`config.mk`:
```
export PLATFORM = sky130hd
export DESIGN_NAME = ifu
export DESIGN_NICKNAME = d
export VERILOG_FILES = /design/src/rtl/ifu_pkg.sv /design/src/rtl/ifu_pc_reg.sv /design/src/rtl/ifu.sv
export SDC_FILE = /design/constraint.sdc
export NUM_CORES = 1
export LEC_CHECK = 0
export CORE_MARGIN = 1.5
export CORE_UTILIZATION = 40
export DETAILED_ROUTE_END_ITERATION = 16
export GPL_TIMING_DRIVEN = 0
export HOLD_SLACK_MARGIN = 0.15
export PLACE_DENSITY = 0.78
export SKIP_CTS_REPAIR_TIMING = 1
export SLEW_MARGIN = 15
export SYNTH_ARGS = -nofsm -noshare
export SYNTH_HDL_FRONTEND = slang
export SYNTH_SLANG_ARGS = --single-unit
```
`constraint.sdc`:
```
create_clock -name clk -period 3 [get_ports clk]
set_input_delay 0.45 -clock clk [delete_from_list [all_inputs] [get_ports clk]]
set_output_delay 0.45 -clock clk [all_outputs]
set_load 0.03 [all_outputs]
```
`src/rtl/ifu_pkg.sv`:
```
// Shared definitions for the instruction fetch unit: FSM states, data width
// and the default reset PC, plus a small alignment helper.
// Imported by ifu and pc_reg.
package ifu_pkg;

  localparam int XLEN = 32;

  localparam logic [XLEN-1:0] RESET_PC_DEFAULT = 32'h8000_0000;

  typedef enum logic [2:0] {
    S_IDLE  = 3'd0,
    S_REQ   = 3'd1,
    S_WAIT  = 3'd2,
    S_VALID = 3'd3,
    S_ERR   = 3'd4
  } state_t;

  // Instructions are word aligned; the two low bits of a target must be clear.
  function automatic logic is_aligned(input logic [XLEN-1:0] addr);
    return (addr[1:0] == 2'b00);
  endfunction

endpackage

```
`src/rtl/ifu_pc_reg.sv`:
```
// Program counter register with load enable and parameterised reset value.
// Latency: one cycle from load to q. No backpressure; load is obeyed every cycle.
// Ports: clk, rst (sync, active high), load, d (next value), q (current PC).
module pc_reg
  import ifu_pkg::*;
#(
  parameter logic [XLEN-1:0] RESET_VAL = RESET_PC_DEFAULT
) (
  input  logic            clk,
  input  logic            rst,
  input  logic            load,
  input  logic [XLEN-1:0] d,
  output logic [XLEN-1:0] q
);

  always_ff @(posedge clk) begin
    if (rst) begin
      q <= RESET_VAL;
    end else if (load) begin
      q <= d;
    end
  end

endmodule

```
`src/rtl/ifu.sv`:
```
// Instruction fetch unit: requests the word at pc, holds it for execute until
// commit, then fetches from the committed next_pc. Misaligned targets lock up
// in an error state until reset.
// Latency: request to instruction valid in 2 cycles with a zero-wait memory;
// at most one instruction per 3 cycles.
// Backpressure: request held with a stable address until accepted; the
// instruction is held stable until commit.
// Ports: clk, rst; imem request (valid/ready/addr) and response
// (valid/ready/data); execute side inst_valid/instruction/pc, commit/next_pc;
// status fetch_err (sticky) and inst_count (committed instructions).
module ifu
  import ifu_pkg::*;
#(
  parameter logic [XLEN-1:0] RESET_PC = RESET_PC_DEFAULT
) (
  input  logic            clk,
  input  logic            rst,
  output logic            imem_req_valid,
  input  logic            imem_req_ready,
  output logic [XLEN-1:0] imem_req_addr,
  input  logic            imem_rsp_valid,
  output logic            imem_rsp_ready,
  input  logic [XLEN-1:0] imem_rsp_data,
  output logic            inst_valid,
  output logic [XLEN-1:0] instruction,
  output logic [XLEN-1:0] pc,
  input  logic            commit,
  input  logic [XLEN-1:0] next_pc,
  output logic            fetch_err,
  output logic [XLEN-1:0] inst_count
);

  state_t state;
  state_t state_nxt;

  // Commit only has meaning while an instruction is presented to execute.
  logic commit_ok;
  logic commit_bad;

  assign commit_ok  = (state == S_VALID) && commit &&  is_aligned(next_pc);
  assign commit_bad = (state == S_VALID) && commit && !is_aligned(next_pc);

  // State register
  always_ff @(posedge clk) begin
    if (rst) begin
      state <= S_IDLE;
    end else begin
      state <= state_nxt;
    end
  end

  // Next-state logic
  always_comb begin
    state_nxt = state;
    case (state)
      S_IDLE:  state_nxt = S_REQ;
      S_REQ:   if (imem_req_ready) state_nxt = S_WAIT;
      S_WAIT:  if (imem_rsp_valid) state_nxt = S_VALID;
      S_VALID: begin
        if (commit_ok) begin
          state_nxt = S_REQ;
        end else if (commit_bad) begin
          state_nxt = S_ERR;
        end
      end
      S_ERR:   state_nxt = S_ERR;
      default: state_nxt = S_IDLE;
    endcase
  end

  // Outputs decoded from state alone, so no input reaches them combinationally.
  always_comb begin
    imem_req_valid = 1'b0;
    imem_rsp_ready = 1'b0;
    inst_valid     = 1'b0;
    case (state)
      S_REQ:   imem_req_valid = 1'b1;
      S_WAIT:  imem_rsp_ready = 1'b1;
      S_VALID: inst_valid     = 1'b1;
      default: ;
    endcase
  end

  // pc only moves on a successful commit, which also keeps the request
  // address stable while a request is outstanding.
  pc_reg #(
    .RESET_VAL (RESET_PC)
  ) u_pc_reg (
    .clk  (clk),
    .rst  (rst),
    .load (commit_ok),
    .d    (next_pc),
    .q    (pc)
  );

  assign imem_req_addr = pc;

  // Response data is captured only while waiting for it; strays are dropped.
  always_ff @(posedge clk) begin
    if (rst) begin
      instruction <= '0;
    end else if ((state == S_WAIT) && imem_rsp_valid) begin
      instruction <= imem_rsp_data;
    end
  end

  always_ff @(posedge clk) begin
    if (rst) begin
      inst_count <= '0;
    end else if (commit_ok) begin
      inst_count <= inst_count + 1'b1;
    end
  end

  always_ff @(posedge clk) begin
    if (rst) begin
      fetch_err <= 1'b0;
    end else if (commit_bad) begin
      fetch_err <= 1'b1;
    end
  end

endmodule
```
Word level (Yosys, flattened, before mapping)
Index checks and enable logic that the tools add are counted.
W data, S select, Z words.
{ "totals": {"regBits": 100, "inputBits": 69, "out_inout_bits": 132, "wordCells": 29} }
{ "op_classes": {"n_addsub": 1, "n_eq_ne": 7, "mux": 8, "n_reduce_logical": 8} }
{ "op_table": {"columns": ["operator", "count"], "rows": [
  ["$add A32 B1 Y32 const B", 1],
  ["$pmux W3 S5", 1],
  ["$mux W3", 4],
  ["$eq A3 B2 Y1 const B", 2],
  ["$logic_and A1 B1 Y1", 4],
  ["$ne A2 B2 Y1 const B", 2],
  ["$eq A3 B1 Y1 const B", 1],
  ["$eq A3 B3 Y1 const B", 1],
  ["$logic_not A3 Y1", 1],
  ["$mux W1", 3],
  ["$ne A3 B3 Y1 const B", 1],
  ["$reduce_and A3 Y1", 1],
  ["$logic_not A2 Y1", 1],
  ["$logic_not A1 Y1", 1]
]} }

Logic depth before layout (Yosys ltp)
Gate-level depths: netlist of the first run.
{ "logic_depth": {"word_depth": 6, "mapped_depth": 7, "ltp_nobuf": 6} }

Modules after synthesis
From an unflattened synthesis of the first run, not the netlist that was laid out.
{ "unflattened": {"hier_cells": 476, "hier_area_um2": 4261.6} }
{ "modules_own_cells": {"columns": ["mod", "instances", "cells_each", "area_each_um2", "seq_area_each_um2"], "rows": [
  ["ifu", 1, 373, 3095.5, 1361.3],
  ["pc_reg", 1, 103, 1166.1, 640.6]
]} }

Worst setup path before layout of the first run
OpenSTA, ideal clock, no wires.
{ "synth_path": {"path_kind": "reg2reg", "startpoint": "register inst_count[14]", "endpoint": "register inst_count[31]", "setup_time_ns": 0.070, "arrival_time_ns": 2.393, "t_required_ns": 2.930, "setup_slack_ns": 0.537, "path_stages_with_launch": 7, "path_buffers": 1, "synth_period_minus_slack_ns": 2.463, "cell_sequence": "dfxtp_1 nand4_1 or4_1 buf_2 or4_4 or3_1 a21oi_1"} }
{ "synth_via": {"elab_chain_cells": 1} }
{ "synth_rtl": {"columns": ["element", "line", "rtl"], "rows": [
  ["from (decl)", "ifu.sv:30", "output logic [XLEN-1:0] inst_count"],
  ["from (signal assigned)", "ifu.sv:111", "inst_count <= inst_count + 1'b1;"],
  ["$add A32 B1 Y32", "ifu.sv:111", null]
]} }
Every way passes these cells.
A chain may end at the register's enable or synchronous reset.

Worst setup path in the final report of the first run
{ "layout_path": {"startpoint": "register inst_count[9]", "endpoint": "register inst_count[31]"} }
Same word-level chain as after synthesis.

==> flow_metrics.env, run 1 <==
export IMPL_numPortBuffers=199
export IMPL_cp_slowest_stage_delay_ps=550
export IMPL_io_pins=201
export IMPL_die_y_um=104
export IMPL_endpoint="inst_count[31]"
export IMPL_grt_pass1_wl_mm=19.6
export IMPL_syn_avg_cell_area_um2=8.00
export IMPL_grt_max_degree=16
export IMPL_floorplan_rows=36
export IMPL_synth_area_mux_share_pct=0.276
export IMPL_r2r_cells=6
export IMPL_seq_area_frac_synth_pct=49.1
export IMPL_drv_cap=0
export IMPL_die_width_um=104
export IMPL_core_area_um2=9820
export IMPL_synth_nets=579
export IMPL_ir_drop_mv=0.222
export IMPL_die_area_um2=10800
export IMPL_synthSimpleGateAreaFrac_pct=25.9
export IMPL_timing_rr_start="inst_count[9]"
export IMPL_required_ps=3290
export IMPL_post_route_period_util_pct=83.7
export IMPL_finalCriticalPeriod_ps=2510
export IMPL_fin_nets=789
export IMPL_first_pass_iters=4
export IMPL_grt_overflow=0
export IMPL_clockBufferDepth=2
export IMPL_outcome="completed"
export IMPL_yosys_cell_count_top_type="nand2_1"
export IMPL_place_congestion=0.838
export IMPL_clkTransAtPathRegs_ps=100
export IMPL_cts_made_buffers=9
export IMPL_drt_initial_drc_count=129
export IMPL_diodes=0
export IMPL_synth_xor_area_share_pct=5.16
export IMPL_critPathTopFamily="simple AND/OR/NAND/NOR gates"
export IMPL_ys_ff_latch=100
export IMPL_finalSetupTns_ps=0
export IMPL_ys_top_cells_by_area="dfxtp_1 49%, nand2_1 13%, a21oi_1 9.0%"
export IMPL_synth_cells=509
export IMPL_synth_top_family_by_area="simple AND/OR/NAND/NOR gates"
export IMPL_drc=0
export IMPL_cp_depth=6
export IMPL_finalPower_mw=2.45
export IMPL_async_flop_share_pct=0
export IMPL_yosys_top_cells_count="140 x nand2_1, 100 x dfxtp_1, 73 x a21oi_1, 32 x buf_4, 32 x nor2_1"
export IMPL_clk_latency_ps=360
export IMPL_synth_area_um2=4070
export IMPL_num_fill_cells=892
export IMPL_multiInputGateArea_um2=1700
export IMPL_power_density_nw_per_um2=381
export IMPL_power_leakage_nw=2.18
export IMPL_slew_headroom_pct=61.5
export IMPL_hpwl_mm=9.25
export IMPL_r2r_slack_ps=490
export IMPL_cp_cell_sequence="nand4_2, or4_1, buf_2, or4_4, or3_1, a21oi_1"
export IMPL_antenna_found_initial=0
export IMPL_drive_above_1_share_pct=7.05
export IMPL_yosysWarnings=0
export IMPL_track_usage_pct=22.0
export IMPL_max_freq_mhz=398
export IMPL_worst_slack_ps=490
export IMPL_seq_area_um2=2000
export IMPL_regToRegEndpoint="inst_count[31]"
export IMPL_crit_buf_inv=1
export IMPL_final_hold_viol_count=0
export IMPL_hp_class="reg2reg"
export IMPL_crit_arrival_ps=2800
export IMPL_via_per_inst=4.85
export IMPL_crit_type="reg2reg"
export IMPL_grt_setup_unrepaired="no"
export IMPL_yosys_most_used_dff="dfxtp_1"
export IMPL_synth_distinct_cells=32
export IMPL_via_count=4152
export IMPL_setup_viol=0
export IMPL_wl_per_cell_um=14.0
export IMPL_synth_top_area_cell="dfxtp_1"
export IMPL_drtAntennaViolNets=0
export IMPL_clock_skew_ps=12.5
export IMPL_clockRootBuffer="clkbuf_8"
export IMPL_startpoint="inst_count[9]"
export IMPL_grt_pass1_vias=4043
export IMPL_critPathLaunchType="flip-flop"
export IMPL_slowest_stage="or4_4"
export IMPL_cts_tree="done"
export IMPL_clock_sinks=100
export IMPL_drv_slew=0
export IMPL_start_util_pct=41.5
export IMPL_tightest_slew_ps=578
export IMPL_critPathCaptureType="flip-flop"
export IMPL_wl_mm=12.0
export IMPL_crit_fanout=9
export IMPL_dpl_worst_slack_ps=223
export IMPL_htreeDepth=3
export IMPL_syn_to_final_growth_pct=57.9
export IMPL_holdWs_ps=458
export IMPL_yosysTopAreaCellShare_pct=49.1
export IMPL_synthAdderAreaFrac_pct=0.307
export IMPL_synth_compound_gate_area_share_pct=10.0
export IMPL_synth_edf_count=0
==> report_power, final <==
group	leakage (nW)	total (mW)	internal (mW)	switching, mW
combinational	1.27	0.228	0.124	0.104
sequential	0.807	1.35	1.34	0.0116
clock	0.105	0.872	0.426	0.446
total	2.18	2.45	1.89	0.562
==> flip-flops by register name, summed over array words and instances, names as in the netlist <==
signal	cells
inst_count	32
fetch_err	1
state	3
u_pc_reg.q	32
instruction	32
==> worst min path at each step <==
stage / startpoint / depth (start not counted) / slack (ps) / endpoint
2_1_floorplan: state[2] / 2 / 490 / state[2]
3_5_place_dp: instruction[17] / 2 / 450 / instruction[17]
4_1_cts: instruction[20] / 2 / 460 / instruction[20]
5_1_grt: instruction[17] / 2 / 470 / instruction[17]
6_report: instruction[17] / 2 / 460 / instruction[17]
3_3_place_gp: instruction[4] / 2 / 440 / instruction[4]
==> through the flow <==
step,cells,util [%],instance area (µm²)
after detailed placement,841,63.5,6230
final,856,65.5,6430
after global placement,841,63.5,6230
after global routing,856,65.5,6430
after CTS,856,65.5,6430
after floorplan,509,-,4070
==> placed cells by master (no fill, tap or decap), types with 5 or more instances in the layout <==
master	count
clkdlybuf4s50_1	199
clkbuf_8	11
nor4_1	6
inv_1	6
o21ai_0	7
nor3_1	8
nand3_1	10
xnor2_1	18
nor2_1	32
or3_1	8
buf_4	32
nand2_1	140
dfxtp_1	100
a21oi_1	73
nand4_1	7
clkbuf_1	27
xor2_1	6
nor3b_1	5
==> cells by family (layout without fill, tap and decap cells) <==
group                    after synthesis  count (layout)
multiplexers                           1               1
adder cells (fa/ha/maj)                1               1
XOR/XNOR                              24              24
buffers and inverters                 68             282
AND/OR/NAND/NOR                      234             234
flip-flops                           100             100
AO/OA/AOI/OAI                         81              81
==> worst register-to-register path, cell delays in order, from the launching register on <==
cell	delay, ps
dfxtp_1	470
nand4_2	260
or4_1	490
buf_2	190
or4_4	550
or3_1	360
a21oi_1	130
==> final cells by class <==
| type | instances | area share [%] |
|---|---|---|
| plain buffers | 62 | 5.50 |
| inverters | 6 | 0.350 |
| clock inverters | 4 | 0.759 |
| flip-flops and latches | 100 | 31.1 |
| repair buffers | 199 | 31.0 |
| clock buffers | 11 | 2.35 |
| multi-input cells | 341 | 26.4 |
| well taps | 133 | 2.59 |
==> metal layers <==
layer	global-route usage (%)	up-vias	routed length, µm
met4	7.94	0	238
li1	-	2062	-
met1	24.8	1912	4890
met3	5.58	21	793
met2	39.9	157	6040
met5	0	-	0
Note: power is estimated with default switching activity, not from simulation.
==> inputs of run 2 (changes only) <==
==> constraint.sdc (replaced) <==
create_clock -name clk -period 2.6 [get_ports clk]
set_input_delay 0.39 -clock clk [delete_from_list [all_inputs] [get_ports clk]]
set_output_delay 0.39 -clock clk [all_outputs]
set_load 0.03 [all_outputs]
==> run 2 against run 1 <==
Register-to-register slack got worse by 340 ps. Global-route usage is the same. Non-clock buffer count is 2 higher. Worst hold slack about the same. Flip-flop and latch count unchanged. Cell count grew 0.23%. Sequential share of layout area is 0.11 points lower.
==> flow_metrics.env, run 2 (synthesis gave the netlist of run 1 again) <==
export IMPL_holdPathStages=2
export IMPL_clk_latency_ps=350
export IMPL_grt_pass1_wl_mm=19.6
export IMPL_place_congestion=0.838
export IMPL_drv_cap=0
export IMPL_slew_headroom_pct=61.5
export IMPL_grt_setup_unrepaired="no"
export IMPL_clock_sinks=100
export IMPL_final_hold_viol_count=0
export IMPL_holdWs_ps=458
export IMPL_regToRegEndpoint="inst_count[31]"
export IMPL_r2r_slack_ps=150
export IMPL_num_fill_cells=891
export IMPL_final_common_cell="clkdlybuf4s50_1"
export IMPL_numPortBuffers=199
export IMPL_drtAntennaViolNets=0
export IMPL_power_leakage_nw=2.20
export IMPL_setup_viol=0
export IMPL_antenna_found_initial=0
export IMPL_grt_overflow=0
export IMPL_required_ps=2890
export IMPL_first_pass_iters=4
export IMPL_drv_slew=0
export IMPL_timing_rr_start="inst_count[14]"
export IMPL_power_density_nw_per_um2=439
export IMPL_drc=0
export IMPL_fin_nets=791
export IMPL_hp_class="reg2reg"
export IMPL_tightest_slew_ps=578
export IMPL_min_from="instruction[17]"
export IMPL_htreeDepth=3
export IMPL_clock_skew_ps=11.9
export IMPL_grt_pass1_vias=4043
export IMPL_die_area_um2=10800
export IMPL_start_util_pct=41.5
export IMPL_reg_largest_list="inst_count: 32 flops, instruction: 32 flops, u_pc_reg.q: 32 flops"
export IMPL_via_count=4145
export IMPL_ir_drop_mv=0.256
export IMPL_grt_max_degree=16
export IMPL_wl_mm=12.0
export IMPL_clockRootBuffer="clkbuf_8"
export IMPL_finalPower_mw=2.83
export IMPL_min_to="instruction[17]"
export IMPL_post_route_period_util_pct=94.1
export IMPL_crit_fanout=8
export IMPL_wl_per_cell_um=14.0
export IMPL_die_width_um=104
export IMPL_cts_tree="done"
export IMPL_die_y_um=104
export IMPL_crit_type="reg2reg"
export IMPL_drt_initial_drc_count=130
export IMPL_finalCriticalPeriod_ps=2450
export IMPL_via_per_inst=4.83
export IMPL_core_area_um2=9820
export IMPL_cts_made_buffers=9
export IMPL_clockBufferDepth=2
export IMPL_critPathLaunchType="flip-flop"
export IMPL_floorplan_rows=36
export IMPL_diodes=0
export IMPL_io_pins=201
export IMPL_syn_to_final_growth_pct=58.5
export IMPL_layout_common_cells="199 x clkdlybuf4s50_1, 140 x nand2_1, 100 x dfxtp_1"
export IMPL_drive_above_1_share_pct=7.31
export IMPL_max_freq_mhz=409
export IMPL_outcome="completed"
export IMPL_crit_arrival_ps=2740
export IMPL_critPathCaptureType="flip-flop"
export IMPL_hpwl_mm=9.25
export IMPL_clkTransAtPathRegs_ps=100
export IMPL_r2r_cells=6
export IMPL_track_usage_pct=22.0
-- run 2: area by class of cell --
cell class	instances	area, µm²	area share, %
Clock buffer	11	151	2.34
Clock inverter	4	48.8	0.756
Buffer	62	354	5.48
Inverter	6	22.5	0.349
Multi-Input combinational cell	341	1700	26.4
Sequential cell	100	2000	31.0
Timing Repair Buffer	201	2010	31.1
Tap cell	133	166	2.58
-- run 2: report_power, final --
part           internal [mW]  switching (mW)  leakage [nW]  total (mW)
registers               1.55          0.0134         0.807        1.56
clock network          0.492           0.517         0.105        1.01
logic                  0.143           0.120          1.28       0.263
total                   2.18           0.650          2.20        2.83
-- run 2: worst max path at each step --
stage	from	endpoint	depth (start not counted)
after floorplan	inst_count[14]	inst_count[31]	6
after global placement	commit	inst_count[28]	7
after detailed placement	commit	inst_count[28]	7
after CTS	inst_count[10]	inst_count[31]	6
after global routing	inst_count[2]	inst_count[30]	7
final	inst_count[14]	inst_count[31]	6
-- run 2: metal layers --
| metal | wire [µm] | share of wire [%] | vias up | track usage, % |
|---|---|---|---|---|
| met1 | 5000 | 42 | 1909 | 24.8 |
| met4 | 260 | 2.2 | 0 | 7.94 |
| met5 | 0 | 0 | - | 0 |
| met3 | 747 | 6.2 | 23 | 5.58 |
| met2 | 6010 | 50 | 146 | 39.9 |
| li1 | - | - | 2067 | - |
-- run 2: critical path: stages (launching register included) --
cell	delay, ps
dfxtp_1	440
nand4_1	180
or4_1	540
buf_2	180
or4_4	550
or3_1	360
a21oi_1	130
-- run 2: per-stage QoR --
step                      setup WS (ps)  cell area (µm²)  setup TNS (ps)  util (%)  instances
final                               154             6460               0      65.7        858
after global routing               7.37             6460               0      65.7        858
after global placement            -86.0             6230            -189      63.5        841
after detailed placement           -117             6230            -305      63.5        841
after floorplan                     137             4070               0         -        509
after CTS                           111             6430               0      65.5        856
==> inputs of run 3 (changes only) <==
--- a/config.mk
+++ b/config.mk
@@ -5,6 +5,7 @@
 export SDC_FILE = /design/constraint.sdc
 export NUM_CORES = 1
 export LEC_CHECK = 0
+export CORE_ASPECT_RATIO = 0.7
 export CORE_MARGIN = 1.5
 export CORE_UTILIZATION = 40
 export DETAILED_ROUTE_END_ITERATION = 16
==> run 3 against run 2 <==
Total power is 9.7% higher. Global-route usage increased by 0.60 points. Worst hold slack improved by 1.2 ps. Cell count down 0.35%. Sequential share of layout area shrank 0.42 points. Cell area grew 1.4%. Register-to-register slack about the same. Clock-buffer cell count shrank 1. First-iteration DRC count is the same. Critical path type unchanged. Critical endpoint unchanged.
==> flow_metrics.env, run 3 (synthesis gave the netlist of run 1 again) <==
export IMPL_grt_use_met1_pct=25.6
export IMPL_holdWs_ps=459
export IMPL_ir_drop_mv=0.531
export IMPL_numPortBuffers=199
export IMPL_drv_cap=0
export IMPL_outcome="completed"
export IMPL_clk_latency_ps=340
export IMPL_track_usage_pct=22.6
export IMPL_required_ps=2870
export IMPL_critPathLaunchType="flip-flop"
export IMPL_clkTransAtPathRegs_ps=70
export IMPL_p_switching_mw=0.733
export IMPL_p_clk_share_pct=41.3
export IMPL_start_util_pct=41.6
export IMPL_critPathTopFamily="simple AND/OR/NAND/NOR gates"
export IMPL_wl_mm=12.0
export IMPL_p_int_mw=2.37
export IMPL_syn_to_final_growth_pct=60.6
export IMPL_critPathCaptureType="flip-flop"
export IMPL_drive_above_1_share_pct=7.57
export IMPL_grt_setup_unrepaired="no"
export IMPL_floorplan_rows=30
export IMPL_die_area_um2=10800
export IMPL_slew_headroom_pct=59.4
export IMPL_tightest_slew_ps=608
export IMPL_clock_skew_ps=6.57
export IMPL_power_density_nw_per_um2=475
export IMPL_power_leakage_nw=2.23
export IMPL_antenna_found_initial=0
export IMPL_io_pins=201
export IMPL_layout_common_cells="199 x clkdlybuf4s50_1, 140 x nand2_1, 100 x dfxtp_1"
export IMPL_seq_area_um2=2000
export IMPL_clockRootBuffer="clkbuf_16"
export IMPL_finalSetupTns_ps=0
export IMPL_grt_max_degree=18
export IMPL_finalCriticalPeriod_ps=2450
export IMPL_first_pass_iters=4
export IMPL_drv_slew=0
export IMPL_final_hold_viol_count=0
export IMPL_grt_overflow=0
export IMPL_max_freq_mhz=408
export IMPL_drtAntennaViolNets=0
export IMPL_power_frac_seq_pct=50.2
export IMPL_pwr_share_comb_pct=8.5
export IMPL_slowest_stage="or4_4"
export IMPL_swShare_pct=23.6
export IMPL_num_fill_cells=807
export IMPL_die_width_um=124
export IMPL_drt_initial_drc_count=130
export IMPL_wl_per_cell_um=14.0
export IMPL_setup_viol=0
export IMPL_clockBufferDepth=2
export IMPL_die_y_um=87.4
export IMPL_hp_class="reg2reg"
export IMPL_cp_slowest_stage_delay_ps=550
export IMPL_final_common_cell="clkdlybuf4s50_1"
export IMPL_cts_tree="done"
export IMPL_multiInputGateArea_um2=1700
export IMPL_busiest_layer="met2"
export IMPL_grtUsageMet2_pct=39.4
export IMPL_cp_cell_sequence="nand4_1, or4_1, buf_2, or4_4, or3_1, a21oi_1"
export IMPL_via_count=4193
export IMPL_place_congestion=0.804
export IMPL_reg_largest_list="inst_count: 32 flops, instruction: 32 flops, u_pc_reg.q: 32 flops"
export IMPL_core_area_um2=9800
export IMPL_finish_utilization_pct=66.8
export IMPL_crit_type="reg2reg"
export IMPL_crit_arrival_ps=2720
export IMPL_fin_nets=792
export IMPL_grt_pass1_vias=4007
export IMPL_via_per_inst=4.90
export IMPL_crit_fanout=8
export IMPL_htreeDepth=3
export IMPL_drc=0
export IMPL_diodes=0
export IMPL_post_route_period_util_pct=94.2
export IMPL_hpwl_mm=9.20
export IMPL_clock_sinks=100
export IMPL_grt_use_met3_pct=9.10
export IMPL_cts_made_buffers=9
export IMPL_grt_pass1_wl_mm=18.9
export IMPL_crit_buf_inv=1
run 3: power by group through the flow:
| stage | clock network, mW | registers, mW | logic [mW] |
|---|---|---|---|
| global placement | 0 | 1.59 | 0.260 |
| finish | 1.28 | 1.56 | 0.263 |
| floorplan | 0 | 1.62 | 0.0746 |
| detailed placement | 0 | 1.60 | 0.263 |
| global route | 1.38 | 1.56 | 0.282 |
| CTS | 1.32 | 1.56 | 0.265 |
run 3: worst min-delay path: stages, from the launching register on:
cell,delay (ps)
dfxtp_1,310
nand2_1,50
a21oi_1,50
run 3: per-stage QoR:
| step | setup slack, ps | area [µm²] | power, mW | instances |
|---|---|---|---|---|
| finish | 151 | 6540 | 3.11 | 855 |
| detailed placement | -160 | 6230 | 1.86 | 836 |
| CTS | 118 | 6510 | 3.14 | 852 |
| global route | 24.5 | 6540 | 3.22 | 855 |
| floorplan | 137 | 4070 | 1.69 | 509 |
| global placement | -78.1 | 6230 | 1.85 | 836 |
run 3: path summary, 6_finish.rpt:
kind         cells after the start            start               to  slack (ps)
max                              6   inst_count[14]   inst_count[31]         150
min                              2  instruction[25]  instruction[25]         460
max reg2reg                      6   inst_count[14]   inst_count[31]         150
min reg2reg                      2  instruction[25]  instruction[25]         460
run 3: metal layers:
| layer | share of wire [%] | vias to the layer above |
|---|---|---|
| met5 | 0 | - |
| met4 | 1.8 | 0 |
| met3 | 9.6 | 20 |
| met2 | 48 | 162 |
| met1 | 41 | 1940 |
| li1 | - | 2071 |
run 3: layout make-up:
cell class | instances | share of cell area, %
repair buffers | 202 | 30.8
flip-flops and latches | 100 | 30.6
multi-input cells | 341 | 26.0
plain buffers | 62 | 5.41
clock buffers | 10 | 3.65
well taps | 128 | 2.45
clock inverters | 6 | 0.727
inverters | 6 | 0.344
